--- src/rtl/snd_vol_ramp_ctrl.sv ---
// snd_vol_ramp_ctrl: play/stop sequencer for the snd_volume gain stage.
// Drives VOLUME and COMMAND so that the gain fades in on play and fades out
// on stop. Only with SND_VOL_RAMP_EN defined does the gain move one LSB per
// STEP_DIV sample strobes. Without the macro, each fade phase lasts a single
// cycle and the gain jumps straight to its end value.
module snd_vol_ramp_ctrl #(
  parameter int unsigned STEP_DIV = 16
) (
  input  logic       ACLK,
  input  logic       ARST,
  input  logic       PLAY,
  input  logic       STOP,
  input  logic [7:0] TARGET_VOL,
  input  logic       SMPL_VALID,
  output logic [7:0] VOLUME,
  output logic [1:0] COMMAND,
  output logic       BUSY,
  output logic       FADE_DONE,
  output logic [2:0] STATE
);

  typedef enum logic [2:0] {
    IDLE     = 3'd0,
    FADE_IN  = 3'd1,
    RUN      = 3'd2,
    FADE_OUT = 3'd3
  } state_t;

  state_t     state;
  state_t     state_nxt;
  logic [7:0] vol_nxt;
  logic [1:0] cmd_nxt;
  logic       busy_nxt;
  logic       done_nxt;

  // vol_track: the gain one step closer to TARGET_VOL (FADE_IN/RUN).
  // vol_fade:  the gain one step closer to zero (FADE_OUT).
  logic [7:0] vol_track;
  logic [7:0] vol_fade;

`ifdef SND_VOL_RAMP_EN
  localparam int unsigned DW = (STEP_DIV > 1) ? $clog2(STEP_DIV) : 1;
  localparam logic [DW-1:0] DIV_LAST = DW'(STEP_DIV - 1);

  logic [DW-1:0] div;
  logic          tick;

  assign tick = SMPL_VALID && (div == DIV_LAST);

  // Sample divider: restarts on every state change so each fade begins on a full step period
  always_ff @(posedge ACLK) begin
    if (ARST) begin
      div <= '0;
    end else if (state_nxt != state) begin
      div <= '0;
    end else if (SMPL_VALID) begin
      div <= tick ? '0 : div + DW'(1);
    end
  end

  // One-LSB step toward the requested gain, taken only on a divider tick
  always_comb begin
    vol_track = VOLUME;
    if (tick) begin
      if (VOLUME < TARGET_VOL) begin
        vol_track = VOLUME + 8'd1;
      end else if (VOLUME > TARGET_VOL) begin
        vol_track = VOLUME - 8'd1;
      end
    end
  end

  assign vol_fade = (tick && (VOLUME != 8'd0)) ? VOLUME - 8'd1 : VOLUME;
`else
  // Without ramping the gain lands on its end value in one cycle.
  // The sample strobe and the step divisor are not needed in this build.
  logic unused_cfg;
  assign unused_cfg = ^{SMPL_VALID, 9'(STEP_DIV)};
  assign vol_track  = TARGET_VOL;
  assign vol_fade   = 8'd0;
`endif

  // Next-state and next-output decode; STOP always takes priority over PLAY
  always_comb begin
    state_nxt = state;
    vol_nxt   = VOLUME;
    done_nxt  = 1'b0;
    case (state)
      IDLE: begin
        vol_nxt = 8'd0;
        if (PLAY && !STOP) begin
          state_nxt = FADE_IN;
        end
      end
      FADE_IN: begin
        if (STOP) begin
          state_nxt = FADE_OUT;
        end else begin
          vol_nxt = vol_track;
          if (vol_track == TARGET_VOL) begin
            state_nxt = RUN;
            done_nxt  = 1'b1;
          end
        end
      end
      RUN: begin
        if (STOP) begin
          state_nxt = FADE_OUT;
        end else begin
          vol_nxt = vol_track;
        end
      end
      FADE_OUT: begin
        if (PLAY && !STOP) begin
          state_nxt = FADE_IN;
        end else begin
          vol_nxt = vol_fade;
          if (vol_fade == 8'd0) begin
            state_nxt = IDLE;
            done_nxt  = 1'b1;
          end
        end
      end
      default: begin
        state_nxt = IDLE;
        vol_nxt   = 8'd0;
      end
    endcase
    cmd_nxt  = (state_nxt == IDLE) ? 2'b00 : 2'b01;
    busy_nxt = (state_nxt == FADE_IN) || (state_nxt == FADE_OUT);
  end

  // Output and state registers; every output is driven from a flop
  always_ff @(posedge ACLK) begin
    if (ARST) begin
      state     <= IDLE;
      VOLUME    <= 8'd0;
      COMMAND   <= 2'b00;
      BUSY      <= 1'b0;
      FADE_DONE <= 1'b0;
    end else begin
      state     <= state_nxt;
      VOLUME    <= vol_nxt;
      COMMAND   <= cmd_nxt;
      BUSY      <= busy_nxt;
      FADE_DONE <= done_nxt;
    end
  end

  assign STATE = state;

endmodule

--- config.mk ---
export PLATFORM = sky130hd
export DESIGN_NAME = snd_vol_ramp_ctrl
export DESIGN_NICKNAME = d
export VERILOG_FILES = /design/src/rtl/snd_vol_ramp_ctrl.sv
export SDC_FILE = /design/constraint.sdc
export NUM_CORES = 1
export LEC_CHECK = 0
export CAP_MARGIN = 30
export CORE_AREA = 10 10 47 49
export CTS_BUF_LIST = sky130_fd_sc_hd__clkbuf_2 sky130_fd_sc_hd__clkbuf_4 sky130_fd_sc_hd__clkbuf_8
export CTS_CLUSTER_SIZE = 10
export DETAILED_ROUTE_END_ITERATION = 10
export DIE_AREA = 0 0 57 59
export GPL_ROUTABILITY_DRIVEN = 0
export PLACE_DENSITY_LB_ADDON = 0.08
export SYNTH_ARGS = -nofsm -noshare
export SYNTH_HDL_FRONTEND = slang
export SYNTH_SLANG_ARGS = --single-unit
--- constraint.sdc ---
create_clock -name ACLK -period 3.4 [get_ports ACLK]
set_input_delay 0.68 -clock ACLK [delete_from_list [all_inputs] [get_ports ACLK]]
set_output_delay 0.68 -clock ACLK [all_outputs]
set_load 0.05 [all_outputs]
==> results of run 1 <==
## final cells by class
cell class                      instances  share of cell area [%]
Inverter                                1                  0.4732
Timing Repair Buffer                   25                   31.55
Tap cell                               16                   2.524
Clock buffer                            4                   4.574
Multi-Input combinational cell         26                   25.55
Sequential cell                        14                   35.33
## state kept, by name (all words and copies together), names as in the netlist
name       flops
FADE_DONE      1
STATE          3
COMMAND        1
BUSY           1
VOLUME         8
## kinds of logic (layout without fill, tap and decap cells)
| logic type | count (synthesis) | count (layout) | synth area share, % |
|---|---|---|---|
| DFF | 14 | 14 | 57.14 |
| AOI/OAI and AO/OA | 12 | 12 | 21.43 |
| and+or+nand+nor | 10 | 10 | 12.76 |
| buffers and inverters | 2 | 30 | 2.296 |
| other | 1 | 2 | 0.7646 |
| xor gates and xnor gates | 1 | 1 | 3.317 |
| muxes | 1 | 1 | 2.296 |
## Yosys cell counts
cell      instances  area, sq um
or2_2             1        6.260
dfxtp_1          14        280.3
mux2_2            1        11.26
a22o_1            8        70.07
nand3_1           1        5.000
nor2_2            1        6.260
a21oi_1           3        15.01
or3b_1            1        8.760
o22ai_4           1        20.02
conb_1            1        3.750
nand2b_1          1        6.260
nor2_1            3        11.26
or3_4             1        11.26
buf_4             1        7.510
xnor2_2           1        16.27
inv_1             1        3.750
nor3b_1           1        7.510
## per-stage QoR
step	instance area (sq um)	hold WS, ps	setup WS (ps)	cells
floorplan	494.2	766.5	1878	42
global placement	757.0	457.0	1235	82
detailed placement	757.0	453.4	1254	82
CTS	793.3	481.6	1145	86
global route	793.3	506.6	1088	86
finish	793.3	475.9	1161	86
## worst paths after layout
path | startpoint | to
max | STATE[1] | STATE[1]
min | VOLUME[0] | VOLUME[0]
max reg2reg | STATE[1] | STATE[0]
min reg2reg | VOLUME[0] | VOLUME[0]
## where the power goes
part	switching (W)	internal, W
Sequential	0.00000190	0.000167
Clock	0.0000483	0.0000650
Combinational	0.0000214	0.0000205
## routing by layer
metal	track usage (%)	routed length, microns	vias to the layer above
met3	4.721	127	2
met5	0	0	-
met1	8.404	522	181
met4	3.020	9	0
met2	10.39	488	18
li1	-	-	202
==> flow_summary.ini, run 1 <==
[placed_design]
port_buffers = 25

[final_layout]
final_cell_mix = 25 x clkdlybuf4s50_1, 14 x dfxtp_1, 8 x a22o_1
fin_nets = 84
fillers = 126
area_growth_pct = 61.73
layout-drive-gt1-share_pct = 14.29
fin_util_pct = 56.61
antenna_cells = 0
multiInputGateArea_sq_um = 202.7
layout_commonest_cell = clkdlybuf4s50_1
final-seq-area_sq_um = 280.3

[route]
avgRoutedWirePerCell_microns = 13.34
via_per_inst = 4.686
drcViolationCount = 0
vias = 403
drtAntennaViolNets = 0
dr.pass1.iters = 2
drt_iter0_markers = 2
routed_wl_microns = 1147

[floorplanning]
dieArea_sq_um = 3363
start_util_pct = 35.00
coreArea_sq_um = 1401
die_width_microns = 57
row_count = 14
die_h_microns = 59
ioPinCount = 28

[setup_path]
cp_num_buf_inv = 1
r2r_cells = 3
path_cells = clkdlybuf4s50_1
worstPathRequired_ps = 2720
crit_cells = 1
worst-setup-path-type = register to output port
max_stage_delay_ps = 850
crit_arrival_ps = 1560
rrSetupSlack_ps = 2140
critPathSlowestCell = clkdlybuf4s50_1
critPathCaptureType = output port
startpoint_type = register
cp_max_fo = 5
crit_family = buffers and inverters

[clock_network]
clk_path_buf_depth = 2
cts_setup_buffers = 0
ctsHoldBuffers = 0
clock_sinks = 14
cts_root_buf = clkbuf_4
clock_latency_ps = 270
cts_tree = done
ctsResizeCount = 0
clkSlewWorstSetupHoldPaths_ps = 80
cts_buffers = 3
h-tree-depth = 1

[job]
max_cap_violations = 0

[timing]
post-route-period-util_pct = 65.87
slew_headroom_pct = 66.23
setup_violations = 0
setup_tns_ps = 0
slew_violations = 0
rsz0062_at_grt = no
fin_worst_skew_ps = 3.904
min_period_ps = 2239
tightestPinTransition_ps = 504.9
hold_viol = 0
max_freq_ghz = 0.4465

[outcome]
outcome = complete, no violations

[min_path]
holdPathStages = 1
hold_class = register to register

[pwr]
ir_drop_mv = 0.2230
power.leakage_nw = 0.2896
power.density_nw_per_um2 = 408.0
finalPower_w = 0.0003236

[synthesis]
seq_area_frac_synth_pct = 57.14
ys_seq_elements = 14
ys_warn_count = 0
synth_cell_types = 17
netlist_area_sq_um = 490.5
avgSynthCellArea_sq_um = 11.96
netlist_instances = 41

[global_routing]
grt_first_pass_wirelength_microns = 2001
globalRoute.totalOverflow = 0
grtUsageTotal_pct = 7.283
grt_pass1_vias = 430
grt_max_degree = 9
grt_antenna_before_repair = 0
Power figures use the tool's default switching activity.
==> run 2: changes to the inputs <==
--- a/config.mk
+++ b/config.mk
@@ -6,11 +6,11 @@
 export NUM_CORES = 1
 export LEC_CHECK = 0
 export CAP_MARGIN = 30
-export CORE_AREA = 10 10 47 49
+export CORE_MARGIN = 10
+export CORE_UTILIZATION = 34
 export CTS_BUF_LIST = sky130_fd_sc_hd__clkbuf_2 sky130_fd_sc_hd__clkbuf_4 sky130_fd_sc_hd__clkbuf_8
 export CTS_CLUSTER_SIZE = 10
 export DETAILED_ROUTE_END_ITERATION = 10
-export DIE_AREA = 0 0 57 59
 export GPL_ROUTABILITY_DRIVEN = 0
 export PLACE_DENSITY_LB_ADDON = 0.08
 export SYNTH_ARGS = -nofsm -noshare
==> constraint.sdc (replaced) <==
create_clock -name ACLK -period 1.85 [get_ports ACLK]
set_input_delay 0.37 -clock ACLK [delete_from_list [all_inputs] [get_ports ACLK]]
set_output_delay 0.37 -clock ACLK [all_outputs]
set_load 0.05 [all_outputs]
==> flow_summary.ini, run 2 (synthesized netlist as in run 1, its figures left out) <==
[final_layout]
antenna_cells = 0
largest_reg_flops = 8
area_growth_pct = 60.46
final_cell_mix = 14 x dfxtp_1, 14 x clkdlybuf4s50_1, 14 x buf_4
top_register = VOLUME
fin_nets = 87
layout-drive-gt1-share_pct = 32.88

[pwr]
sw_frac_of_total_pct = 23.22
power.density_nw_per_um2 = 768.6
power.leakage_nw = 0.3266
comb_power_share_pct = 12.9
p_int_w = 0.0004644
finalPower_w = 0.0006049
clkPwrFrac_pct = 35.9
p_sw_w = 0.0001405
ir_drop_mv = 0.7621
seq_power_share_pct = 51.2

[placed_design]
dp_hpwl_microns = 961.5
port_buffers = 25

[floorplanning]
row_count = 13
start_util_pct = 36.77
die_width_microns = 57.98
dieArea_sq_um = 3362
die_h_microns = 57.98
coreArea_sq_um = 1334
ioPinCount = 28

[setup_path]
cp_max_fo = 1
critPathSlowestCell = clkdlybuf4s50_1
worst-setup-path-type = register to output port
crit_arrival_ps = 1390
startpoint_type = register
critPathCaptureType = output port
max_stage_delay_ps = 790
cp_num_buf_inv = 1
crit_family = buffers and inverters
worstPathRequired_ps = 1480
path_cells = clkdlybuf4s50_1

[route]
drtAntennaViolNets = 0
drt_iter0_markers = 8
avgRoutedWirePerCell_microns = 13.65
routed_wl_microns = 1201
drcViolationCount = 0
vias = 405
via_per_inst = 4.602
dr.pass1.iters = 4

[clock_network]
h-tree-depth = 1
ctsResizeCount = 0
cts_setup_buffers = 0
cts_buffers = 3
cts_root_buf = clkbuf_4
clock_sinks = 14
clock_latency_ps = 280
cts_tree = done
clk_path_buf_depth = 2
clkSlewWorstSetupHoldPaths_ps = 80
ctsHoldBuffers = 0

[timing]
min_period_ps = 1763
setup_violations = 0
hold_viol = 0
slew_violations = 0
rsz0062_at_grt = no
fin_worst_skew_ps = 2.770
setup_tns_ps = 0
max_freq_ghz = 0.5671
post-route-period-util_pct = 95.32
slew_headroom_pct = 66.36
tightestPinTransition_ps = 503.0

[min_path]
hold_class = register to register

[global_routing]
grt_max_degree = 9
grt_pass1_vias = 414
grtUsageTotal_pct = 7.615
grt_antenna_before_repair = 0
globalRoute.totalOverflow = 0
grt_first_pass_wirelength_microns = 2001

[job]
max_cap_violations = 0

[outcome]
outcome = complete, no violations
-- run 2: changes by cell type in the layout (fill, tap and decap cells not counted) --
cell / previous run / this run
buf_4: 0 / 14
clkdlybuf4s50_1: 25 / 14
-- run 2: metrics by stage --
stage | instances | utilization, % | cell area (sq um) | worst slack (ps) | hold WS, ps
after floorplan | 42 | - | 494.2 | 393.4 | 502.9
after global placement | 84 | 56.29 | 750.7 | 78.01 | 457.1
after global routing | 88 | 59.01 | 787.0 | 30.91 | 511.2
after CTS | 88 | 59.01 | 787.0 | 72.79 | 482.5
after detailed placement | 84 | 56.29 | 750.7 | 86.22 | 457.2
final | 88 | 59.01 | 787.0 | 86.61 | 479.3
-- run 2: final timing paths --
| kind | start | endpoint | slack, ps | depth (start not counted) |
|---|---|---|---|---|
| min reg2reg | VOLUME[7] | VOLUME[7] | 480 | 1 |
| max reg2reg | STATE[1] | VOLUME[1] | 550 | 4 |
| max | COMMAND[0] | COMMAND[0] | 90 | 1 |
| min | VOLUME[7] | VOLUME[7] | 480 | 1 |
-- run 2: cell type report --
class / instances / area (sq um)
Clock buffer: 4 / 36.28
Fill cell: 128 / 546.8
Inverter: 1 / 3.754
Multi-Input combinational cell: 26 / 202.7
Sequential cell: 14 / 280.3
Tap cell: 15 / 18.77
Timing Repair Buffer: 28 / 245.2
-- run 2: layer usage --
layer  share of wire [%]  wire, microns  track usage [%]  up-vias
met5                   0              0                0        -
met4                 1.2             14            3.020        0
met3                 9.6            115            5.011        2
met2                  45            543            11.04       14
met1                  44            528            8.610      179
li1                    -              -                -      210
-- run 2: power groups by stage --
stage / Clock (W) / Sequential (W) / Combinational (W)
detailed placement: 0 / 0.000317 / 0.0000782
global route: 0.000239 / 0.000311 / 0.0000832
global placement: 0 / 0.000317 / 0.0000779
floorplan: 0 / 0.000334 / 0.0000232
finish: 0.000217 / 0.000310 / 0.0000781
CTS: 0.000224 / 0.000310 / 0.0000785
-- run 2: worst register-to-register path, cell delays in order (launching register included) --
cell and delay [ps]:
dfxtp_1 370, xnor2_2 350, nor2_2 90, buf_4 170, a22o_1 230
==> run 3: changes to the inputs <==
--- a/config.mk
+++ b/config.mk
@@ -5,8 +5,9 @@
 export SDC_FILE = /design/constraint.sdc
 export NUM_CORES = 1
 export LEC_CHECK = 0
+export ABC_CLOCK_PERIOD_IN_PS = 1850
 export CAP_MARGIN = 30
-export CORE_MARGIN = 10
+export CORE_MARGIN = 1
 export CORE_UTILIZATION = 34
 export CTS_BUF_LIST = sky130_fd_sc_hd__clkbuf_2 sky130_fd_sc_hd__clkbuf_4 sky130_fd_sc_hd__clkbuf_8
 export CTS_CLUSTER_SIZE = 10
==> flow_summary.ini, run 3 (synthesized netlist as in run 1, its figures left out) <==
[final_layout]
layout-drive-gt1-share_pct = 19.72
fin_nets = 85
antenna_cells = 0
largest_reg_flops = 8
top_register = VOLUME
final_cell_mix = 21 x clkdlybuf4s50_1, 14 x dfxtp_1, 8 x a22o_1
fin_util_pct = 60.30
final-seq-area_sq_um = 280.3
area_growth_pct = 61.99
layout_commonest_cell = clkdlybuf4s50_1
fillers = 120
multiInputGateArea_sq_um = 202.7

[route]
avgRoutedWirePerCell_microns = 10.99
drtAntennaViolNets = 0
drt_iter0_markers = 4
drcViolationCount = 0
vias = 406
via_per_inst = 4.721
dr.pass1.iters = 3
routed_wl_microns = 945

[setup_path]
startpoint_type = register
rrSetupSlack_ps = 580
cp_num_buf_inv = 1
worst-setup-path-type = register to output port
cp_max_fo = 2
crit_family = buffers and inverters
worstPathRequired_ps = 1480
critPathCaptureType = output port
critPathSlowestCell = clkdlybuf4s50_1
max_stage_delay_ps = 800
path_cells = clkdlybuf4s50_1
crit_arrival_ps = 1420

[global_routing]
globalRoute.totalOverflow = 0
grt_max_degree = 9
grtUsageTotal_pct = 13.30
grt_pass1_vias = 334
grt_first_pass_wirelength_microns = 1338
grt_antenna_before_repair = 0

[clock_network]
clock_latency_ps = 280
clock_sinks = 14
cts_tree = done
cts_root_buf = clkbuf_4
h-tree-depth = 1
clkSlewWorstSetupHoldPaths_ps = 90
clk_path_buf_depth = 2
cts_setup_buffers = 0
cts_buffers = 3

[floorplanning]
ioPinCount = 28
die_h_microns = 39.98
coreArea_sq_um = 1318
start_util_pct = 37.23
die_width_microns = 39.98
row_count = 13
dieArea_sq_um = 1598

[placed_design]
dp_hpwl_microns = 707.6
port_buffers = 25

[timing]
max_freq_ghz = 0.5595
hold_viol = 0
rsz0062_at_grt = no
fin_worst_skew_ps = 9.422
post-route-period-util_pct = 96.62
slew_violations = 0
slew_headroom_pct = 65.85
min_period_ps = 1787
setup_tns_ps = 0
setup_violations = 0
tightestPinTransition_ps = 511.4

[job]
max_cap_violations = 0

[min_path]
hold_class = register to register

[pwr]
ir_drop_mv = 0.4328
power.density_nw_per_um2 = 756.1
finalPower_w = 0.0006007
power.leakage_nw = 0.3179

[outcome]
outcome = complete, no violations
## run 3: cell types whose count changed in the layout (fill, tap and decap cells not counted)
cell | before | now
dlymetal6s2s_1 | 0 | 1
clkdlybuf4s50_1 | 14 | 21
buf_4 | 14 | 4
## run 3: layer usage
layer,GRT usage [%],part of all wire [%],up-vias
met2,18.95,45,17
li1,-,-,209
met1,15.57,47,180
met3,5.556,7.7,0
met5,0,0,-
met4,10.34,0,0
## run 3: repair_timing
item | CTS | global route
hold buffers | 0 | 0
endpoints found under the setup margin | 0 | 1
resized for setup | 0 | 1
## run 3: final cells by class
class	count	area share, %
clock buffers	4	4.567
inverters	1	0.4724
multi-input cells	26	25.51
flip-flops and latches	14	35.28
well taps	15	2.362
repair buffers	26	31.81
## run 3: path summary, 6_finish.rpt
check        startpoint         to  cells past startpoint
min reg2reg   VOLUME[0]  VOLUME[0]                      1
max reg2reg    STATE[1]       BUSY                      3
min           VOLUME[0]  VOLUME[0]                      1
max           VOLUME[6]  VOLUME[6]                      1
## run 3: where the power goes
part | internal, W | switching [W]
clock network | 0.000120 | 0.0000942
registers | 0.000306 | 0.00000348
logic | 0.0000382 | 0.0000391
total | 0.000464 | 0.000137
## run 3: through the flow
stage,instance area [sq um],setup WS (ps),cells,hold WS (ps)
CTS,792.0,46.32,86,481.0
global placement,755.7,71.15,82,456.4
global route,794.5,3.160,86,498.8
detailed placement,755.7,57.40,82,454.4
floorplan,494.2,393.4,42,502.9
finish,794.5,62.58,86,473.7
